$ cat config.mk
export PLATFORM = sky130hd
export DESIGN_NAME = mult_div_unit_flat
export DESIGN_NICKNAME = d
export VERILOG_FILES = /design/src/rtl/alu_ops_pkg.sv /design/src/rtl/mult_div_unit_if.sv /design/src/rtl/mult_div_unit_sign_fix.sv /design/src/rtl/mult_div_unit.sv /design/src/flat_wrapper.sv
export SDC_FILE = /design/constraint.sdc
export NUM_CORES = 1
export LEC_CHECK = 0
export BUFFER_PORTS_ARGS = -buffer_cell sky130_fd_sc_hd__buf_4
export CORE_MARGIN = 2
export CORE_UTILIZATION = 67
export DETAILED_ROUTE_END_ITERATION = 16
export PLACE_DENSITY_LB_ADDON = 0.2
export SLEW_MARGIN = 10
export SYNTH_ARGS = -nofsm -noshare
export SYNTH_HDL_FRONTEND = slang
export SYNTH_SLANG_ARGS = --single-unit
$ cat constraint.sdc
create_clock -name clk -period 6.4 [get_ports clk]
set_input_delay 0.64 -clock clk [delete_from_list [all_inputs] [get_ports clk]]
set_output_delay 0.64 -clock clk [all_outputs]
set_load 0.1 [all_outputs]
$ cat src/rtl/alu_ops_pkg.sv
// Operation codes shared by ALU control, the ALU and the multiply/divide unit.
// Helpers classify the MDU codes so the decode lives in one place.
package alu_ops_pkg;

    typedef enum logic [3:0] {
        OP_AND   = 4'b0000,
        OP_OR    = 4'b0001,
        OP_ADD   = 4'b0010,
        OP_SUB   = 4'b0110,
        OP_SLT   = 4'b0111,
        OP_MULT  = 4'b1000,
        OP_MULTU = 4'b1001,
        OP_DIV   = 4'b1010,
        OP_DIVU  = 4'b1011,
        OP_MTHI  = 4'b1100,
        OP_MTLO  = 4'b1101
    } alu_op_e;

    function automatic logic is_iter_op(input logic [3:0] op);
        return (op == OP_MULT) || (op == OP_MULTU) || (op == OP_DIV) || (op == OP_DIVU);
    endfunction

    function automatic logic is_signed_op(input logic [3:0] op);
        return (op == OP_MULT) || (op == OP_DIV);
    endfunction

    function automatic logic is_div_op(input logic [3:0] op);
        return (op == OP_DIV) || (op == OP_DIVU);
    endfunction

endpackage

$ cat src/rtl/mult_div_unit_if.sv
// Request/result bundle between the issue stage and the multiply/divide unit.
// Requests are only honoured while busy is low; there is no other backpressure.
interface mult_div_unit_if #(parameter int WIDTH = 32);
    logic             start;
    logic [3:0]       operation;
    logic [WIDTH-1:0] a;
    logic [WIDTH-1:0] b;
    logic             busy;
    logic             done;
    logic             div_zero;
    logic [WIDTH-1:0] hi;
    logic [WIDTH-1:0] lo;

    modport master (
        output start, operation, a, b,
        input  busy, done, div_zero, hi, lo
    );

    modport slave (
        input  start, operation, a, b,
        output busy, done, div_zero, hi, lo
    );
endinterface

$ cat src/rtl/mult_div_unit_sign_fix.sv
// Conditional two's-complement negate: takes magnitudes in PREP, restores signs in FIX.
// Purely combinational, zero latency.
module mdu_sign_fix #(parameter int WIDTH = 32) (
    input  logic [WIDTH-1:0] val,
    input  logic             neg,
    output logic [WIDTH-1:0] res
);
    assign res = neg ? -val : val;
endmodule

$ cat src/rtl/mult_div_unit.sv
// Iterative one-bit-per-cycle multiply/divide unit with HI/LO registers.
// Start to Done is WIDTH+2 edges; starts arriving while busy are dropped.
module mult_div_unit
    import alu_ops_pkg::*;
#(
    parameter int WIDTH = 32
) (
    input  logic          clk,
    input  logic          reset,
    mult_div_unit_if.slave bus
);
    localparam int CW = $clog2(WIDTH) + 1;

    typedef enum logic [1:0] {S_IDLE, S_PREP, S_RUN, S_FIX} state_e;

    state_e           state;
    logic [3:0]       op_r;
    logic [WIDTH-1:0] a_r, b_r, opnd, acc_hi, acc_lo;
    logic [CW-1:0]    cnt;
    logic             neg_lo, neg_hi;
    logic [WIDTH-1:0] hi_r, lo_r;
    logic             done_r, dz_r;

    logic             a_neg, b_neg, div_op;
    logic [WIDTH-1:0] a_mag, b_mag, quo_fix, rem_fix;
    logic [2*WIDTH-1:0] prod_fix;
    logic [WIDTH:0]   mul_sum, div_shift, div_trial;

    assign div_op = is_div_op(op_r);
    assign a_neg  = is_signed_op(op_r) && a_r[WIDTH-1];
    assign b_neg  = is_signed_op(op_r) && b_r[WIDTH-1];

    mdu_sign_fix #(.WIDTH(WIDTH)) u_abs_a (.val(a_r), .neg(a_neg), .res(a_mag));
    mdu_sign_fix #(.WIDTH(WIDTH)) u_abs_b (.val(b_r), .neg(b_neg), .res(b_mag));
    mdu_sign_fix #(.WIDTH(2*WIDTH)) u_fix_prod (.val({acc_hi, acc_lo}), .neg(neg_lo), .res(prod_fix));
    mdu_sign_fix #(.WIDTH(WIDTH)) u_fix_quo (.val(acc_lo), .neg(neg_lo), .res(quo_fix));
    mdu_sign_fix #(.WIDTH(WIDTH)) u_fix_rem (.val(acc_hi), .neg(neg_hi), .res(rem_fix));

    // Multiply keeps the multiplier in acc_lo and shifts the product in from the top;
    // divide keeps the dividend in acc_lo and shifts quotient bits in from the bottom.
    assign mul_sum   = {1'b0, acc_hi} + (acc_lo[0] ? {1'b0, opnd} : '0);
    assign div_shift = {acc_hi, acc_lo[WIDTH-1]};
    assign div_trial = div_shift - {1'b0, opnd};

    always_ff @(posedge clk) begin
        if (reset) begin
            state  <= S_IDLE;
            op_r   <= '0;
            a_r    <= '0;
            b_r    <= '0;
            opnd   <= '0;
            acc_hi <= '0;
            acc_lo <= '0;
            cnt    <= '0;
            neg_lo <= 1'b0;
            neg_hi <= 1'b0;
            hi_r   <= '0;
            lo_r   <= '0;
            done_r <= 1'b0;
            dz_r   <= 1'b0;
        end else begin
            done_r <= 1'b0;
            dz_r   <= 1'b0;
            case (state)
                S_IDLE: begin
                    if (bus.start) begin
                        if (is_iter_op(bus.operation)) begin
                            op_r  <= bus.operation;
                            a_r   <= bus.a;
                            b_r   <= bus.b;
                            state <= S_PREP;
                        end else if (bus.operation == OP_MTHI) begin
                            hi_r <= bus.a;
                        end else if (bus.operation == OP_MTLO) begin
                            lo_r <= bus.a;
                        end
                    end
                end
                S_PREP: begin
                    acc_hi <= '0;
                    cnt    <= '0;
                    neg_lo <= a_neg ^ b_neg;
                    neg_hi <= a_neg;
                    if (div_op) begin
                        acc_lo <= a_mag;
                        opnd   <= b_mag;
                    end else begin
                        acc_lo <= b_mag;
                        opnd   <= a_mag;
                    end
                    state <= S_RUN;
                end
                S_RUN: begin
                    if (div_op) begin
                        if (!div_trial[WIDTH]) begin
                            acc_hi <= div_trial[WIDTH-1:0];
                            acc_lo <= {acc_lo[WIDTH-2:0], 1'b1};
                        end else begin
                            acc_hi <= div_shift[WIDTH-1:0];
                            acc_lo <= {acc_lo[WIDTH-2:0], 1'b0};
                        end
                    end else begin
                        acc_hi <= mul_sum[WIDTH:1];
                        acc_lo <= {mul_sum[0], acc_lo[WIDTH-1:1]};
                    end
                    cnt <= cnt + CW'(1);
                    if (cnt == CW'(WIDTH - 1))
                        state <= S_FIX;
                end
                S_FIX: begin
                    if (div_op) begin
                        // Divide by zero reports the untouched dividend, not the iterated remainder.
                        if (b_r == '0) begin
                            hi_r <= a_r;
                            lo_r <= '1;
                            dz_r <= 1'b1;
                        end else begin
                            hi_r <= rem_fix;
                            lo_r <= quo_fix;
                        end
                    end else begin
                        {hi_r, lo_r} <= prod_fix;
                    end
                    done_r <= 1'b1;
                    state  <= S_IDLE;
                end
                default: state <= S_IDLE;
            endcase
        end
    end

    assign bus.busy     = (state != S_IDLE);
    assign bus.done     = done_r;
    assign bus.div_zero = dz_r;
    assign bus.hi       = hi_r;
    assign bus.lo       = lo_r;

endmodule

$ cat src/flat_wrapper.sv
// flat-port wrapper written by rule: the top's interface ports become plain ports
module mult_div_unit_flat import alu_ops_pkg::*;
#(
    parameter int WIDTH = 32
)
  (clk, reset, bus_start, bus_operation, bus_a, bus_b, bus_busy, bus_done, bus_div_zero, bus_hi, bus_lo);
  mult_div_unit_if #(.WIDTH(WIDTH)) bus_i ();
  input  logic clk;
  input  logic reset;
  input wire logic [$bits(bus_i.start)-1:0] bus_start;
  input wire logic [$bits(bus_i.operation)-1:0] bus_operation;
  input wire logic [$bits(bus_i.a)-1:0] bus_a;
  input wire logic [$bits(bus_i.b)-1:0] bus_b;
  output wire logic [$bits(bus_i.busy)-1:0] bus_busy;
  output wire logic [$bits(bus_i.done)-1:0] bus_done;
  output wire logic [$bits(bus_i.div_zero)-1:0] bus_div_zero;
  output wire logic [$bits(bus_i.hi)-1:0] bus_hi;
  output wire logic [$bits(bus_i.lo)-1:0] bus_lo;
  assign bus_i.start = bus_start;
  assign bus_i.operation = bus_operation;
  assign bus_i.a = bus_a;
  assign bus_i.b = bus_b;
  assign bus_busy = bus_i.busy;
  assign bus_done = bus_i.done;
  assign bus_div_zero = bus_i.div_zero;
  assign bus_hi = bus_i.hi;
  assign bus_lo = bus_i.lo;
  mult_div_unit #(.WIDTH(WIDTH)) u_core (.clk(clk), .reset(reset), .bus(bus_i));
endmodule
# [Word level (Yosys, flattened, before mapping)]
# Cells that the tools add are included.
[totals] inputBits=71 word_cells=96 reg_bits=240 output_inout_bits=67
[classes] add_sub_neg=8 n_reduce_logical=17 bitwise_logic=3 eq_ne=20 mux=34
[op_table] operator="$mux W32" n=21
[op_table] operator="$pmux W32 S2" n=4
[op_table] operator="$neg A32 Y32" n=4
[op_table] operator="$mux W64" n=1
[op_table] operator="$neg A64 Y64" n=1
[op_table] operator="$eq A4 B4 Y1 const B" n=9
[op_table] operator="$add A32 B33 Y33" n=1
[op_table] operator="$sub A33 B32 Y33" n=1
[op_table] operator="$logic_not A32 Y1" n=1
[op_table] operator="$pmux W6 S2" n=1
[op_table] operator="$ne A2 B1 Y1 const B" n=4
[op_table] operator="$pmux W2 S4" n=1
[op_table] operator="$add A6 B1 Y6 const B" n=1
[op_table] operator="$eq A6 B5 Y1 const B" n=1
[op_table] operator="$mux W2" n=3
[op_table] operator="$ne A2 B2 Y1 const B" n=3
[op_table] operator="$reduce_and A3 Y1" n=2
[op_table] operator="$reduce_bool A2 Y1" n=3
[op_table] operator="$logic_or A1 B1 Y1" n=5
[op_table] operator="$reduce_and A5 Y1" n=1
[op_table] operator="$eq A2 B2 Y1 const B" n=2
[op_table] operator="$reduce_and A4 Y1" n=1
[op_table] operator="$mux W1" n=3
[op_table] operator="$reduce_or A3 Y1" n=1
[op_table] operator="other kinds (5)" n=7

# [Longest topological paths before layout]
[logic_depth] depth_word=7 ltp_mapped=14 depth_no_buf=13

# [Cells and area by module]
# Synthesis repeated with hierarchy kept, for this count alone.
[unflattened] cells_unflattened=2538 hier_area_um2=19562.5
[by_module_without_submodules] mod="mult_div_unit" instances=1 seq_area_each_um2=4804.6 area_each_um2=15040.7 cells_each=1908
[by_module_without_submodules] mod="mdu_sign_fix (u_core.u_abs_a ...)" instances=4 seq_area_each_um2=0.0 area_each_um2=767.0 cells_each=108
[by_module_without_submodules] mod="mdu_sign_fix (u_core.u_fix_prod)" instances=1 seq_area_each_um2=0.0 area_each_um2=1453.9 cells_each=198

# [Least setup slack after synthesis]
# No wires, ideal clock.
[synth_path] path_type="register to register" from="reg u_core.acc_lo[31]" to="reg u_core.acc_hi[11]" slack_ps=3147 period_less_slack_ps=3253 setup_ps=131 required_time_ps=6269 path_buffers=2 arrival_time_ps=3122 stages_incl_launch_ff=15 path_cell_list="dfxtp_1 inv_1 ha_1 fa_1 nor2b_1 o31a_1 nor2_1 a311oi_1 o31ai_1 a311oi_2 buf_4 buf_4 nor2_1 a221oi_1 o21ai_0"
[synth_between] elab_chain_cells=4
[synth_lines] element="from (decl)" line_no="mult_div_unit.sv:18" rtl="logic [WIDTH-1:0] a_r, b_r, opnd, acc_hi, acc_lo;"
[synth_lines] element="from (signal assigned)" line_no="mult_div_unit.sv:85" rtl="acc_lo <= a_mag;"
[synth_lines] element="from (signal assigned)" line_no="mult_div_unit.sv:88" rtl="acc_lo <= b_mag;"
[synth_lines] element="from (signal assigned)" line_no="mult_div_unit.sv:97" rtl="acc_lo <= {acc_lo[WIDTH-2:0], 1'b1};"
[synth_lines] element="$sub A33 B32 Y33" line_no="mult_div_unit.sv:43" rtl="assign div_trial = div_shift - {1'b0, opnd};"
[synth_lines] element="$mux W32" line_no="mult_div_unit.sv:95" rtl="if (!div_trial[WIDTH]) begin"
[synth_lines] element="$mux W32" line_no="mult_div_unit.sv:94" rtl="if (div_op) begin"
[synth_lines] element="$pmux W32 S2" line_no="mult_div_unit.sv:64" rtl="case (state)"
[synth_lines] element="to (signal assigned)" line_no="mult_div_unit.sv:96" rtl="acc_hi <= div_trial[WIDTH-1:0];"
[synth_lines] element="to (signal assigned)" line_no="mult_div_unit.sv:99" rtl="acc_hi <= div_shift[WIDTH-1:0];"
[synth_lines] element="to (signal assigned)" line_no="mult_div_unit.sv:103" rtl="acc_hi <= mul_sum[WIDTH:1];"
[synth_lines] element="to (decl)" line_no="mult_div_unit.sv:18"
# Every way passes these cells.
# A chain may end at the register's enable or synchronous reset.

# [Final worst setup path]
[layout_path] from="reg u_core.acc_hi[17]" to="reg u_core.acc_hi[24]"
[layout_between] elab_chain_cells=4 elab_cells_between_ends=5 classes_between="2 x add/sub; 3 x mux"
[layout_lines] element="$sub A33 B32 Y33" line_no="mult_div_unit.sv:43"
[layout_lines] element="$mux W32" line_no="mult_div_unit.sv:95"
[layout_lines] element="$mux W32 *" line_no="mult_div_unit.sv:94"
[layout_lines] element="$pmux W32 S2 *" line_no="mult_div_unit.sv:64"
# Every way passes the cells marked *; elsewhere a longest branch is shown, timed or not.

==> impl_metrics.tcl <==
set metrics [dict create \
    insertion_delay_ns 0.56 \
    muxShareOfSynthArea_pct 5.288 \
    post_cts_buffers 0 \
    synth_ff_type "dfxtp_1" \
    grt-ovfl-total 0 \
    root_buffer "clkbuf_16" \
    yosysWarnings 0 \
    synth_commonest_cells "352 x nand2_1, 267 x a21oi_1, 249 x nor2_1" \
    cp-start-kind "flip-flop" \
    syn_nets 2529 \
    tns_ns 0 \
    row_count 59 \
    slew_viol_final 0 \
    first_iter_violations 3589 \
    synth_fa_ha_area_share_pct 5.380 \
    skew_ns 0.02856 \
    rrSetupSlack_ns 1.83 \
    ys_ff_latch 240 \
    final_core_util_pct 75.94 \
    gp_congestion 1.103 \
    synth_top_family_by_area "compound AO/OA/AOI/OAI gates" \
    min_period_ns 4.571 \
    power_density_nw_per_um2 295.8 \
    relSlewSlack_pct 13.16 \
    tightest_slew_ns 1.301 \
    hp-start "bus_a[21]" \
    htreeDepth 1 \
    drive_gt1_share_pct 10.86 \
    hold_path.class "in -> reg" \
    drc 0 \
    setup_violations 0 \
    rsz0062_at_grt "false" \
    vdd_drop_max_uv 342.4 \
    final_area_um2 19730 \
    track_usage_pct 44.82 \
    synth.cell_area_um2 17720 \
    antenna_found_initial 0 \
    drtAntennaViolNets 0 \
    postPlaceCellArea_um2 18730 \
    r2r_end "u_core.acc_hi[24]" \
    numCtsBuffers 27 \
    grt_max_degree 98 \
    placed_cells_incl_taps 2717 \
    grt_pass1_vias 17780 \
    p_leak_nw 7.888 \
    post_cts_resized 0 \
    cts_buffer_depth 3 \
    finalHoldViolCount 0 \
    grt_pass1_wl_um 99850 \
    synthTopCellsByArea "dfxtp_1 27%, a21oi_1 7.5%, nand2_1 7.5%" \
    dp_hpwl_um 47320 \
    ys_types 89 \
    seq_area_frac_synth_pct 27.11 \
    finalCritPeriodShare_pct 71.43 \
    vias 19450 \
    finalNetCount 2557 \
    area_growth_pct 11.35 \
    place_ws_ns 2.013 \
    clock_sinks 240 \
    stdcell_count 2767 \
    first_pass_iters 6 \
    r2r-start "u_core.acc_hi[17]" \
    yosys.area_share.xor_xnor_pct 8.797 \
    die_area_um2 27770 \
    setup_ws_ns 1.829 \
    die_w_um 166.6 \
    io-pin-count 138 \
    die-height_um 166.6 \
    synth_top_area_share_pct 27.11 \
    endpoint_kind "flip-flop" \
    yosysMostFrequentCell "nand2_1" \
    yosys.area.top_type "dfxtp_1" \
    maxCapViolCount 0 \
    reg2reg_depth 11 \
    crit_type "reg -> reg" \
    synth_compound_area_share_pct 26.26 \
    required_ns 6.82 \
    clkSlewWorstSetupHoldPaths_ns 0.07 \
    synth_edf_count 0 \
    totalWireLength_um 65020 \
    netlist_instances 2383 \
    crit_fanout 41 \
    ys_async_sr_fraction_pct 0 \
    cp-startpoint "u_core.acc_hi[17]" \
    viasPerCell 7.030 \
    crit_end "u_core.acc_hi[24]" \
    initial_core_util_pct 68.20 \
    max_freq_mhz 218.8 \
    crit_arrival_ns 4.99 \
    final.fill_count 1974 \
    cts_tree "yes" \
    syn_avg_cell_area_um2 7.437 \
    hold_buffers 0 \
    core_area_um2 25980 \
    port_buffers 137 \
    synth-simple-area-share_pct 21.91 \
    wl_per_cell_um 23.50 \
    status "completed" \
]
==> metrics by stage <==
step / hold WS, ns / power [mW]
5_1_grt: 0.3527 / 6.019
6_report: 0.3376 / 5.837
3_5_place_dp: 0.4478 / 3.989
3_3_place_gp: 0.4412 / 3.945
2_1_floorplan: 0.4363 / 3.422
4_1_cts: 0.3374 / 5.727
==> cells in the final DEF, fill, tap and decap left out, drive strengths merged, types with 17 or more instances in the layout <==
cell type / n
buf: 159
o211ai: 20
nor3: 46
a31oi: 17
clkbuf: 32
nor2: 250
or4: 18
a311oi: 17
mux4: 17
a211oi: 49
or3: 28
xnor2: 95
nand3: 36
nand2b: 17
ha: 73
o21ai: 137
mux2i: 52
a21o: 25
inv: 76
o31ai: 25
dfxtp: 240
o221ai: 37
o41ai: 18
a21oi: 267
nand2: 353
and3: 17
xor2: 83
==> area by class of cell <==
type | instances | area, um^2 | share of cell area [%]
clock buffers | 32 | 714.4 | 3.620
flip-flops and latches | 240 | 4805 | 24.35
multi-input cells | 1908 | 12030 | 60.97
repair buffers | 159 | 1197 | 6.068
diodes | 1 | 2.502 | 0.01268
inverters | 75 | 281.5 | 1.427
clock inverters | 17 | 282.8 | 1.433
well taps | 335 | 419.2 | 2.124
==> metal layers <==
layer | part of all wire, % | vias up | GRT usage, % | wire (um)
met1 | 38 | 9001 | 60.78 | 24920
met4 | 6.6 | 0 | 25.56 | 4295
met5 | 0 | - | 0 | 0
met3 | 14 | 291 | 9.743 | 9044
li1 | - | 8622 | - | -
met2 | 41 | 1537 | 66.04 | 26760
==> flip-flops by register name, summed over array words and instances, names as in the netlist <==
signal / flops
u_core.bus.hi: 32
u_core.state: 2
u_core.opnd: 32
u_core.neg_lo: 1
u_core.bus.div_zero: 1
u_core.a_r: 32
u_core.acc_hi: 32
u_core.b_r: 32
u_core.op_r: 4
u_core.bus.lo: 32
u_core.bus.done: 1
u_core.neg_hi: 1
u_core.acc_lo: 32
u_core.cnt: 6
==> power by group <==
part | leakage (nW) | internal [mW] | switching [mW]
Combinational | 5.47 | 0.777 | 1.53
Sequential | 1.94 | 1.59 | 0.160
Clock | 0.479 | 1.08 | 0.691
==> how the worst min path moves through the flow <==
stage | to | slack (ns) | cells past startpoint
finish | u_core.a_r[21] | 0.34 | 3
global route | u_core.b_r[15] | 0.35 | 3
CTS | u_core.a_r[21] | 0.34 | 3
detailed placement | u_core.bus.hi[19] | 0.45 | 2
global placement | u_core.bus.hi[21] | 0.44 | 2
floorplan | u_core.a_r[17] | 0.44 | 2
==> worst max-delay path, cell delays in order (launching register included) <==
cell and delay, ns:
dfxtp_1 0.71, ha_1 0.32, and3_1 0.25, nand4_1 0.12
or2_2 0.33, a311oi_1 0.98, o31ai_1 0.25, a311oi_4 0.30
buf_4 0.55, mux2_2 0.40, a22oi_1 0.13, o21ai_0 0.10
==> kinds of logic after synthesis <==
kind of cell / count (synthesis)
adder cells (fa/ha/maj): 75
flip-flops: 240
AND/OR/NAND/NOR: 857
AO/OA/AOI/OAI: 726
XOR/XNOR: 178
multiplexers: 72
buffers and inverters: 235
(Power assumes the default switching activity.)
